==> src/rtl/mpc_pkg.sv <==
// Shared state encoding and default timing for the FCS-MPC gate driver.
package mpc_pkg;

    typedef enum logic [1:0] {
        IDLE = 2'd0,
        DT   = 2'd1,
        HI   = 2'd2,
        LO   = 2'd3
    } state_e;

    localparam int CTRL_DIV_DEF = 100;
    localparam int DEAD_T_DEF   = 4;
    localparam int CNT_W_DEF    = 16;

endpackage

==> src/rtl/mpc_ctrl_timer.sv <==
// Control-period counter; raises tick in the last cycle of each period while enabled.
module mpc_ctrl_timer
    import mpc_pkg::*;
#(
    parameter int CTRL_DIV = CTRL_DIV_DEF,
    parameter int CNT_W    = CNT_W_DEF
) (
    input  logic clk,
    input  logic rst_n,
    input  logic en,
    output logic tick
);

    localparam logic [CNT_W-1:0] LAST = CNT_W'(CTRL_DIV - 1);

    logic [CNT_W-1:0] cnt_q, cnt_d;

    always_comb begin
        cnt_d = cnt_q;
        if (!en || cnt_q == LAST) begin
            cnt_d = '0;
        end else begin
            cnt_d = cnt_q + 1'b1;
        end
    end

    always_ff @(posedge clk) begin
        if (!rst_n) begin
            cnt_q <= '0;
        end else begin
            cnt_q <= cnt_d;
        end
    end

    // Gated by en so that dropping en on the last count never issues a strobe.
    assign tick = en && (cnt_q == LAST);

endmodule

==> src/rtl/mpc_gate_driver.sv <==
// Half-bridge gate driver for the FCS-MPC decision: samples u once per period and
// commutates through a dead-time state so gate_hi and gate_lo never overlap.
module mpc_gate_driver
    import mpc_pkg::*;
#(
    parameter int CTRL_DIV = CTRL_DIV_DEF,
    parameter int DEAD_T   = DEAD_T_DEF,
    parameter int CNT_W    = CNT_W_DEF
) (
    input  logic             wb_clk_i,
    input  logic             rst_n,
    input  logic             en,
    input  logic             u,
    output logic             gate_hi,
    output logic             gate_lo,
    output logic             sample_stb,
    output logic [CNT_W-1:0] sw_cnt,
    output logic [1:0]       io_oeb
);

    localparam int DW = (DEAD_T > 1) ? $clog2(DEAD_T) : 1;
    localparam logic [DW-1:0] DEAD_LAST = DW'(DEAD_T - 1);

    logic             tick;
    state_e           state_q, state_d;
    logic [DW-1:0]    dead_q, dead_d;
    logic             u_q, u_d;
    logic [CNT_W-1:0] sw_q, sw_d;
    logic             gate_hi_q, gate_hi_d;
    logic             gate_lo_q, gate_lo_d;

    mpc_ctrl_timer #(
        .CTRL_DIV (CTRL_DIV),
        .CNT_W    (CNT_W)
    ) u_timer (
        .clk   (wb_clk_i),
        .rst_n (rst_n),
        .en    (en),
        .tick  (tick)
    );

    always_comb begin
        state_d = state_q;
        dead_d  = dead_q;
        u_d     = u_q;
        sw_d    = sw_q;

        if (tick) begin
            u_d = u;
        end

        if (!en) begin
            state_d = IDLE;
            dead_d  = '0;
        end else begin
            case (state_q)
                IDLE: begin
                    if (tick) begin
                        state_d = DT;
                        dead_d  = '0;
                    end
                end
                // u_q cannot change here: the period is longer than the dead-time.
                DT: begin
                    if (dead_q == DEAD_LAST) begin
                        state_d = u_q ? HI : LO;
                        sw_d    = sw_q + 1'b1;
                    end else begin
                        dead_d = dead_q + 1'b1;
                    end
                end
                HI: begin
                    if (tick && !u) begin
                        state_d = DT;
                        dead_d  = '0;
                    end
                end
                LO: begin
                    if (tick && u) begin
                        state_d = DT;
                        dead_d  = '0;
                    end
                end
                default: state_d = IDLE;
            endcase
        end

        // Gates are registered decodes of the next state, so they track state_q exactly.
        gate_hi_d = (state_d == HI);
        gate_lo_d = (state_d == LO);
    end

    always_ff @(posedge wb_clk_i) begin
        if (!rst_n) begin
            state_q   <= IDLE;
            dead_q    <= '0;
            u_q       <= 1'b0;
            sw_q      <= '0;
            gate_hi_q <= 1'b0;
            gate_lo_q <= 1'b0;
        end else begin
            state_q   <= state_d;
            dead_q    <= dead_d;
            u_q       <= u_d;
            sw_q      <= sw_d;
            gate_hi_q <= gate_hi_d;
            gate_lo_q <= gate_lo_d;
        end
    end

    assign gate_hi    = gate_hi_q;
    assign gate_lo    = gate_lo_q;
    assign sample_stb = tick;
    assign sw_cnt     = sw_q;
    assign io_oeb     = 2'b00;

endmodule

==> config.mk <==
export PLATFORM = sky130hd
export DESIGN_NAME = mpc_gate_driver
export DESIGN_NICKNAME = d
export VERILOG_FILES = /design/src/rtl/mpc_pkg.sv /design/src/rtl/mpc_ctrl_timer.sv /design/src/rtl/mpc_gate_driver.sv
export SDC_FILE = /design/constraint.sdc
export NUM_CORES = 1
export LEC_CHECK = 0
export BUFFER_PORTS_ARGS = -buffer_cell sky130_fd_sc_hd__buf_2
export CAP_MARGIN = 40
export CORE_UTILIZATION = 50
export DETAILED_ROUTE_END_ITERATION = 16
export PLACE_DENSITY = 0.71
export SLEW_MARGIN = 20
export SYNTH_ARGS = -nofsm -noshare
export SYNTH_HDL_FRONTEND = slang
export SYNTH_HIERARCHICAL = 1
export SYNTH_SLANG_ARGS = --single-unit
==> constraint.sdc <==
create_clock -name wb_clk_i -period 2.5 [get_ports wb_clk_i]
set_input_delay 0.375 -clock wb_clk_i [delete_from_list [all_inputs] [get_ports wb_clk_i]]
set_output_delay 0.375 -clock wb_clk_i [all_outputs]
set_load 0.02 [all_outputs]
==> run_results.csv, run 1 <==
group,metric,value,unit
status,outcome,"finished clean",
synth,yosysSeqAreaShare,43.2,%
synth,yosysWarnings,6,
worst_setup_path,r2r_start,"dead_q[0]",
placed_design,dp.final_hpwl,2290,um
final_layout,drive_gt1_share,17.6,%
global_routing,grt_pass1_vias,1327,
clocking,postCtsSetupBuffers,0,
worst_setup_path,rrSetupSlack,0.30,ns
timing,setup-violations-final,0,
timing,skew,0.0109,ns
clocking,htree_levels,2,
worst_setup_path,end_kind,"output port",
worst_setup_path,cp.depth,6,
clocking,clkLatencyLatePin,0.34,ns
route,drt_iter0_markers,47,
synth,synth-compound-area-share,7.13,%
clocking,cts_resized,0,
clocking,cts_hold_buf,0,
final_layout,finalCoreUtilization,59.4,%
placed_design,gp_congestion,0.756,
timing,finalCritPeriodShare,88.9,%
power,power_leakage,0.000764,uW
final_layout,nets,233,
worst_setup_path,regToRegEndpoint,"sw_cnt[11]",
final_layout,area_growth_syn_to_layout,11.3,%
worst_setup_path,cp.required,2.12,ns
worst_setup_path,path_cells,"ha_1 > and3_1 > nand4_1 > nor2_1 > buf_4 > buf_2",
synth,yosys.area_share.xor_xnor,10.7,%
clocking,cts_tree,"yes",
route,totalWireLength,3180,um
synth,yosysUniqueCellTypes,37,
floorplan,ioPinCount,25,
worst_setup_path,startpoint,"u_timer/cnt_q[0]",
synth,yosysTopAreaCell,"dfxtp_1",
hold_path,hold_path_class,"in -> reg",
route,drtAntennaViolNets,0,
synth,avgSynthCellArea,8.95,um^2
floorplan,coreArea,3390,um^2
clocking,path_clk_slew,0.11,ns
clocking,cts_root_buf,"clkbuf_4",
timing,finalHoldViolations,0,
worst_setup_path,path_class,"reg -> out",
route,routedWlPerCell,11.7,um
clocking,clockBufferDepth,2,
floorplan,dieWidth,62.1,um
synth,yosys.area_share.simple,29.7,%
synth,ys_seq_elements,39,
floorplan,start_util,53.3,%
synth,muxShareOfSynthArea,1.66,%
global_routing,grt-ovfl-total,0,
worst_setup_path,arrival,1.85,ns
timing,fmax,450,MHz
power,max-vdd-ir-drop,0.000296,V
timing,period_needed,2.22,ns
route,drc,0,
worst_setup_path,cp_top_family,"simple AND/OR/NAND/NOR gates",
worst_setup_path,rr_worst_depth,5,
global_routing,grt_pass1_wl,5760,um
final_layout,num_antenna_cells,0,
timing,slew_violations,0,
synth,synth_top_family_by_area,"simple AND/OR/NAND/NOR gates",
synth,ys.flop_type,"dfxtp_1",
worst_setup_path,worstSetupEndpoint,"sample_stb",
placed_design,port_buffers,22,
timing,rsz0062_at_grt,"false",
clocking,clock_sinks,39,
route,firstDrtPassIters,4,
synth,netlist_area,1810,um^2
worst_setup_path,slowest_stage,"dfxtp_1",
synth,synth_top_area_share,43.2,%
clocking,numCtsBuffers,5,
worst_setup_path,critPathMaxFanout,5,
timing,fin_setup_tns,0,ns
floorplan,dieHeight,62.1,um
job,maxCapViolations,0,
synth,syn_inst,202,
route,viasPerCell,5.21,
worst_setup_path,startpoint_type,"flop",
floorplan,row_count,21,
synth,synth_edf_count,0,
floorplan,die_area,3860,um^2
power,p_per_area,539,nW/um^2
global_routing,antenna_found_initial,0,
synth,synthTopCellsByArea,"dfxtp_1 43%, xnor2_1 7.3%, nor2_1 5.8%, nor4_1 3.8%, nand4_1 3.5%",
synth,synthArstFlopShare,0,%
worst_setup_path,max_stage_delay,0.41,ns
worst_setup_path,cp.buffers_inverters,2,
synth,synthAdderAreaFrac,2.08,%
global_routing,grt_usage,18.5,%
route,dr_total_vias,1423,
global_routing,grt_max_degree,18,
-- flip-flops by register name (all words and copies together), names as in the netlist --
name,flops
dead_q,2
sw_cnt,16
gate_hi,1
gate_lo,1
state_q,2
u_timer/cnt_q,16
u_q,1
-- layout by cell type (no fill, tap or decap), types with 5 or more instances in the layout --
cell type / n
clkbuf_4: 5
nand3_1: 9
buf_2: 22
xor2_1: 7
nor4_1: 11
nor2_1: 28
inv_1: 9
xnor2_1: 15
a21oi_1: 9
o21ai_0: 5
nand2_1: 11
dfxtp_1: 39
nand4_1: 10
-- worst min path at each step --
stage	slack, ns	endpoint	start	cells past startpoint
final	0.35	u_q	u	3
after global routing	0.33	u_q	u	3
after CTS	0.33	u_q	u	3
after detailed placement	0.47	u_timer/cnt_q[0]	u_timer/cnt_q[0]	1
after global placement	0.46	u_timer/cnt_q[0]	u_timer/cnt_q[0]	1
after floorplan	0.44	u_timer/cnt_q[0]	u_timer/cnt_q[0]	1
-- power by group --
part           switching (uW)  internal, uW
clock network             203           236
logic                    17.0          4.18
registers                1.81           623
-- area by class of cell --
| type | instances | area (um^2) |
|---|---|---|
| tap | 46 | 57.6 |
| sequential | 39 | 781 |
| inverter | 10 | 37.5 |
| clock buffer | 6 | 51.3 |
| multi-input combinational | 147 | 933 |
| fill | 322 | 1380 |
| clock inverter | 2 | 35.0 |
| timing repair buffer | 23 | 118 |
-- cell families after synthesis --
group,count (synthesis)
AO/OA/AOI/OAI,21
XOR/XNOR,22
adder cells (fa/ha/maj),3
buffers and inverters,17
flip-flops,39
multiplexers,3
other,1
AND/OR/NAND/NOR,96
-- through the flow --
step                instance area [um^2]  worst slack [ns]  hold slack, ns  instances  power, uW
CTS                                 2010             0.257           0.326        273       1100
global route                        2010             0.111           0.329        273       1130
floorplan                           1810             0.286           0.441        203        656
finish                              2010             0.276           0.350        273       1080
global placement                    1930             0.368           0.464        265        660
detailed placement                  1930             0.330           0.475        265        660
-- cells in the mapped netlist (2+ instances only) --
| library cell | n |
|---|---|
| nor2_2 | 2 |
| nor4_1 | 11 |
| dfxtp_1 | 39 |
| xor2_1 | 7 |
| nand4_1 | 10 |
| nor2_1 | 28 |
| or4_1 | 3 |
| a21oi_1 | 9 |
| xnor2_1 | 15 |
| o31ai_1 | 3 |
| nand3_2 | 2 |
| and3_1 | 2 |
| or3_1 | 4 |
| nand2_1 | 11 |
| nand3_1 | 9 |
| mux2i_1 | 3 |
| inv_1 | 9 |
| buf_4 | 3 |
| o21ai_0 | 5 |
| nor3_1 | 4 |
| nor2b_1 | 3 |
| ha_1 | 3 |
| buf_6 | 3 |
-- layer usage --
metal / share of wire [%] / wire length, um / vias to the layer above / global-route usage [%]
met4: 0.69 / 22 / 0 / 6.69
met3: 3.0 / 94 / 2 / 5.70
li1: - / - / 757 / -
met5: 0 / 0 / - / 0
met2: 45 / 1440 / 19 / 29.8
met1: 51 / 1630 / 645 / 23.1
-- tightest hold or removal path, stage by stage --
cell and delay (ns):
buf_2 0.12, mux2i_1 0.08, nor2_1 0.08
Note: power is estimated with default switching activity, not from simulation.
==> run 2: changes to the inputs <==
Settings changed: SYNTH_HIERARCHICAL 1 to unset.
==> run 2 against run 1 <==
Net effect:
- area after synthesis up 0.35%
- sequential share of layout area shrank 0.29 points
- register-to-register slack gained 0.23 ns
- largest power group unchanged
==> run_results.csv, run 2 <==
group,metric,value,unit
clocking,numCtsBuffers,5,
timing,whs,0.293,ns
worst_setup_path,startpoint_type,"flop",
floorplan,die_area,3870,um^2
worst_setup_path,end_kind,"output port",
global_routing,grt_pass1_wl,5600,um
global_routing,grt_usage,18.3,%
route,viasPerCell,5.20,
route,drt_iter0_markers,66,
floorplan,start_util,53.1,%
job,maxCapViolations,0,
clocking,cts_hold_buf,0,
global_routing,grt_most_used_layer,"met2",
synth,yosysMostFrequentCell,"dfxtp_1",
worst_setup_path,path_class,"reg -> out",
worst_setup_path,cp.required,2.12,ns
synth,synth_edf_count,0,
global_routing,grt-ovfl-total,0,
power,p_per_area,539,nW/um^2
timing,worstMarginPinSlew,0.530,ns
route,drc,0,
clocking,path_clk_slew,0.11,ns
global_routing,grt_max_degree,17,
clocking,clock_sinks,39,
clocking,postCtsSetupBuffers,0,
route,dr_total_vias,1462,
final_layout,drive_gt1_share,14.0,%
clocking,cts_tree,"yes",
final_layout,nFillCells,334,
synth,ys_seq_elements,39,
clocking,htree_levels,2,
global_routing,grtUsageMet3,4.41,%
synth,synthArstFlopShare,0,%
final_layout,area_growth_syn_to_layout,11.8,%
worst_setup_path,slowest_stage,"or4_1",
floorplan,dieWidth,62.2,um
worst_setup_path,path_cells,"or4_1 > nor3_1 > buf_2",
worst_setup_path,cp_top_family,"simple AND/OR/NAND/NOR gates",
synth,yosysSeqAreaShare,43.0,%
route,totalWireLength,3290,um
synth,netlist_area,1810,um^2
synth,yosysWarnings,0,
synth,yosysTopAreaCell,"dfxtp_1",
global_routing,antenna_found_initial,0,
final_layout,finalCoreUtilization,59.4,%
worst_setup_path,arrival,1.64,ns
worst_setup_path,max_stage_delay,0.55,ns
placed_design,port_buffers,22,
global_routing,grt_pass1_vias,1302,
power,max-vdd-ir-drop,0.000390,V
timing,fmax,497,MHz
status,outcome,"finished clean",
global_routing,use_met2,28.8,%
clocking,cts_resized,0,
timing,period_needed,2.01,ns
synth,yosysUniqueCellTypes,38,
synth,syn_inst,211,
floorplan,row_count,21,
timing,slew_violations,0,
synth,avgSynthCellArea,8.60,um^2
timing,finalCritPeriodShare,80.5,%
synth,synth_top_area_share,43.0,%
floorplan,ioPinCount,25,
timing,setup-violations-final,0,
timing,relSlewSlack,64.7,%
clocking,clkLatencyLatePin,0.36,ns
power,power_leakage,0.000744,uW
worst_setup_path,critPathMaxFanout,5,
synth,synth_commonest_cells,"39 x dfxtp_1, 29 x nor2_1, 21 x xnor2_1",
final_layout,layout.cells.most_common_list,"39 x dfxtp_1, 29 x nor2_1, 22 x buf_2",
final_layout,num_antenna_cells,0,
floorplan,coreArea,3420,um^2
route,routedWlPerCell,11.7,um
synth,ys.flop_type,"dfxtp_1",
route,drtAntennaViolNets,0,
placed_design,dp.final_hpwl,2340,um
timing,skew,0.0152,ns
timing,finalHoldViolations,0,
global_routing,met1_usage,23.3,%
route,firstDrtPassIters,4,
placed_design,gp_congestion,0.791,
clocking,clockBufferDepth,2,
timing,fin_setup_tns,0,ns
clocking,cts_root_buf,"clkbuf_4",
floorplan,dieHeight,62.2,um
final_layout,nets,241,
final_layout,layout_commonest_cell,"dfxtp_1",
hold_path,hold_path_class,"in -> reg",
timing,rsz0062_at_grt,"false",
synth,synthTopCellsByArea,"dfxtp_1 43%, xnor2_1 10%, nor2_1 6.0%, nand2_1 3.9%, mux2i_1 3.3%",
worst_setup_path,cp.buffers_inverters,1,
==> run 2: cell types whose count changed after synthesis, moves of 3 or more <==
cell      previous run  this run
a21oi_1              9         3
mux2i_1              3         6
nand2_1             11        19
nand2b_1             0         5
nand3_1              9        12
nand4_1             10         7
nor3_1               4        10
o31ai_1              3         0
xnor2_1             15        21
xor2_1               7         4
==> run 2: cell families after synthesis <==
kind of cell	count (synthesis)	synth area share (%)
xor gates and xnor gates	25	12.1
other	1	0.207
AOI/OAI and AO/OA	11	3.86
and+or+nand+nor	108	30.6
muxes	6	3.31
buffers and inverters	18	4.90
adders and majority gates	3	2.07
DFF	39	43.0
==> run 2: metal layers <==
metal	vias up	wire, um
li1	764	-
met1	650	1570
met2	42	1520
met3	6	148
met4	0	49
met5	-	0
==> run 2: path summary, 6_finish.rpt <==
kind              depth (start not counted)             start          endpoint  slack (ns)
setup / recovery                          3  u_timer.cnt_q[4]        sample_stb        0.49
setup reg to reg                          4  u_timer.cnt_q[4]  u_timer.cnt_q[7]        0.53
hold / removal                            3                 u               u_q        0.29
hold reg to reg                           2               u_q               u_q        0.47
==> run 2: worst reg2reg max path: stages, from the launching register on <==
cell	delay, ns
dfxtp_1	0.35
or4_1	0.55
and4bb_1	0.37
or2_1	0.47
nor2_1	0.11
==> run 2: power breakdown <==
part           leakage (uW)  internal (uW)  switching [uW]
registers          0.000314            623            1.60
clock network     0.0000482            236             209
logic              0.000381           5.46            18.4
==> run 2: stage by stage <==
step	instance area, um^2	setup WS [ns]	total power, uW	cells
finish	2030	0.488	1090	281
global route	2030	0.393	1140	281
CTS	2030	0.476	1110	281
detailed placement	1940	0.526	663	273
global placement	1940	0.590	662	273
floorplan	1820	0.774	661	212
==> run 2: area by class of cell <==
type	count	area, um^2	area share [%]
clock inverter	2	35.0	1.73
timing repair buffer	23	118	5.80
clock buffer	6	51.3	2.53
multi-input combinational	155	948	46.8
tap	46	57.6	2.84
inverter	10	37.5	1.85
sequential	39	781	38.5
==> run 3: changes to the inputs <==
Settings changed: PLACE_DENSITY 0.71 to 0.74.
Clock period 2.5 ns to 1.7 ns, I/O delays scaled along.
==> run 3 against run 2 <==
Net effect:
- the flow now finishes with violations (negative setup slack)
- critical path depth up 1
- utilization up 7.0 points
- combinational power is 140% higher
- sequential cell count unchanged
- clock skew decreased by 0.0096 ns
- final area rose by 12%
- first-iteration DRC count rose by 50%
- total power grew 27%
- worst hold slack worse by 0.082 ns
- register-to-register slack got worse by 0.55 ns
==> run_results.csv, run 3 (synthesis results as in run 2) <==
group,metric,value,unit
route,drc,0,
route,totalWireLength,3790,um
timing,fin_ws,-0.104,ns
worst_setup_path,rrSetupSlack,-0.02,ns
timing,rsz0062_at_grt,"true",
clocking,clkLatencyLatePin,0.33,ns
global_routing,grt_usage,19.1,%
floorplan,dieHeight,62.2,um
final_layout,num_antenna_cells,0,
job,maxCapViolations,0,
timing,finalCritPeriodShare,106,%
worst_setup_path,cp.required,1.44,ns
placed_design,gp_congestion,0.787,
route,viasPerCell,5.32,
worst_setup_path,critPathMaxFanout,4,
route,firstDrtPassIters,4,
floorplan,dieWidth,62.2,um
global_routing,grt_max_degree,17,
worst_setup_path,startpoint_type,"flop",
timing,slew_violations,0,
hold_path,hold_path_class,"in -> reg",
clocking,clock_sinks,39,
timing,finalHoldViolations,0,
status,violations,"negative setup slack",
clocking,clockBufferDepth,2,
final_layout,nFillCells,282,
worst_setup_path,regToRegEndpoint,"u_timer.cnt_q[3]",
floorplan,start_util,53.1,%
worst_setup_path,slowest_stage,"nor4_2",
route,dr_total_vias,1565,
clocking,path_clk_slew,0.11,ns
worst_setup_path,path_class,"reg -> out",
global_routing,grt-ovfl-total,0,
timing,fin_setup_tns,-0.224,ns
clocking,cts_root_buf,"clkbuf_4",
worst_setup_path,startpoint,"u_timer.cnt_q[10]",
power,p_per_area,614,nW/um^2
global_routing,grt_pass1_wl,5960,um
final_layout,layout.cells.most_common_list,"35 x dfxtp_1, 21 x xnor2_1, 21 x buf_2",
final_layout,layout_commonest_cell,"dfxtp_1",
worst_setup_path,path_cells,"nor4_2 > nand2_1 > nor3_2 > buf_4",
clocking,numCtsBuffers,5,
floorplan,row_count,21,
final_layout,multiInputGateArea,1080,um^2
route,drt_iter0_markers,99,
timing,setup-violations-final,12,
clocking,htree_levels,2,
placed_design,dp.final_hpwl,2480,um
power,power_leakage,0.000849,uW
timing,skew,0.00558,ns
clocking,cts_tree,"yes",
final_layout,area_growth_syn_to_layout,24.9,%
route,routedWlPerCell,12.9,um
route,drtAntennaViolNets,0,
floorplan,ioPinCount,25,
status,outcome,"finished with violations",
worst_setup_path,end_kind,"output port",
worst_setup_path,max_stage_delay,0.38,ns
worst_setup_path,arrival,1.55,ns
final_layout,final-seq-area,786,um^2
timing,fmax,554,MHz
floorplan,die_area,3870,um^2
clocking,cts_hold_buf,0,
clocking,postCtsSetupBuffers,0,
global_routing,antenna_found_initial,0,
timing,period_needed,1.80,ns
final_layout,nets,256,
power,max-vdd-ir-drop,0.000391,V
worst_setup_path,r2r_start,"u_timer.cnt_q[4]",
final_layout,drive_gt1_share,28.6,%
global_routing,grt_pass1_vias,1365,
placed_design,port_buffers,22,
worst_setup_path,worstSetupEndpoint,"sample_stb",
worst_setup_path,rr_worst_depth,5,
placed_design,post-place-ws,0.000768,ns
floorplan,coreArea,3420,um^2
==> run 3: power by group <==
group	internal (uW)	switching, uW	leakage [uW]	total [uW]
clock network	147	269	0.0000242	417
registers	916	2.22	0.000316	918
logic	20.2	37.5	0.000509	57.7
==> run 3: routing by layer <==
layer  part of all wire (%)  GRT usage, %  up-vias
li1                       -             -      787
met1                     45          24.8      738
met2                     49          31.0       34
met3                    3.8          3.86        6
met4                    1.5          7.85        0
met5                      0             0        -
==> run 3: area by class of cell <==
cell class / count / share of cell area [%]
tap: 46 / 2.54
inverter: 10 / 1.66
clock buffer: 6 / 1.82
sequential: 39 / 34.7
timing repair buffer: 38 / 11.8
multi-input combinational: 155 / 47.5
==> run 3: worst min path at each step <==
stage	from	to	cells after the start
2_1_floorplan	u	u_q	2
3_3_place_gp	u_timer.cnt_q[0]	u_timer.cnt_q[0]	1
3_5_place_dp	u_timer.cnt_q[0]	u_timer.cnt_q[0]	1
4_1_cts	u	u_q	3
5_1_grt	u	u_q	3
6_report	u	u_q	3
==> run 3: critical path: cells and delay by family, from the launching register on <==
kind | cells | cell delay (ns)
AND/OR/NAND/NOR | 3 | 0.69
flip-flops | 1 | 0.36
buffers and inverters | 1 | 0.17
==> run 3: stage by stage <==
| step | power, uW | cell area, um^2 | hold WS, ns | std cells | utilization (%) |
|---|---|---|---|---|---|
| after floorplan | 971 | 1820 | 0.398 | 212 | - |
| after global placement | 979 | 2060 | 0.444 | 287 | 60.3 |
| after detailed placement | 980 | 2060 | 0.450 | 287 | 60.3 |
| after CTS | 1390 | 2100 | 0.197 | 293 | 61.5 |
| after global routing | 1450 | 2270 | 0.200 | 294 | 66.3 |
| final | 1390 | 2270 | 0.211 | 294 | 66.3 |
==> run 3: what timing repair did <==
item	CTS	global route
cloned	0	1
gates resized for setup	1	37
pin swaps	2	10
endpoints found under the setup margin	9	23
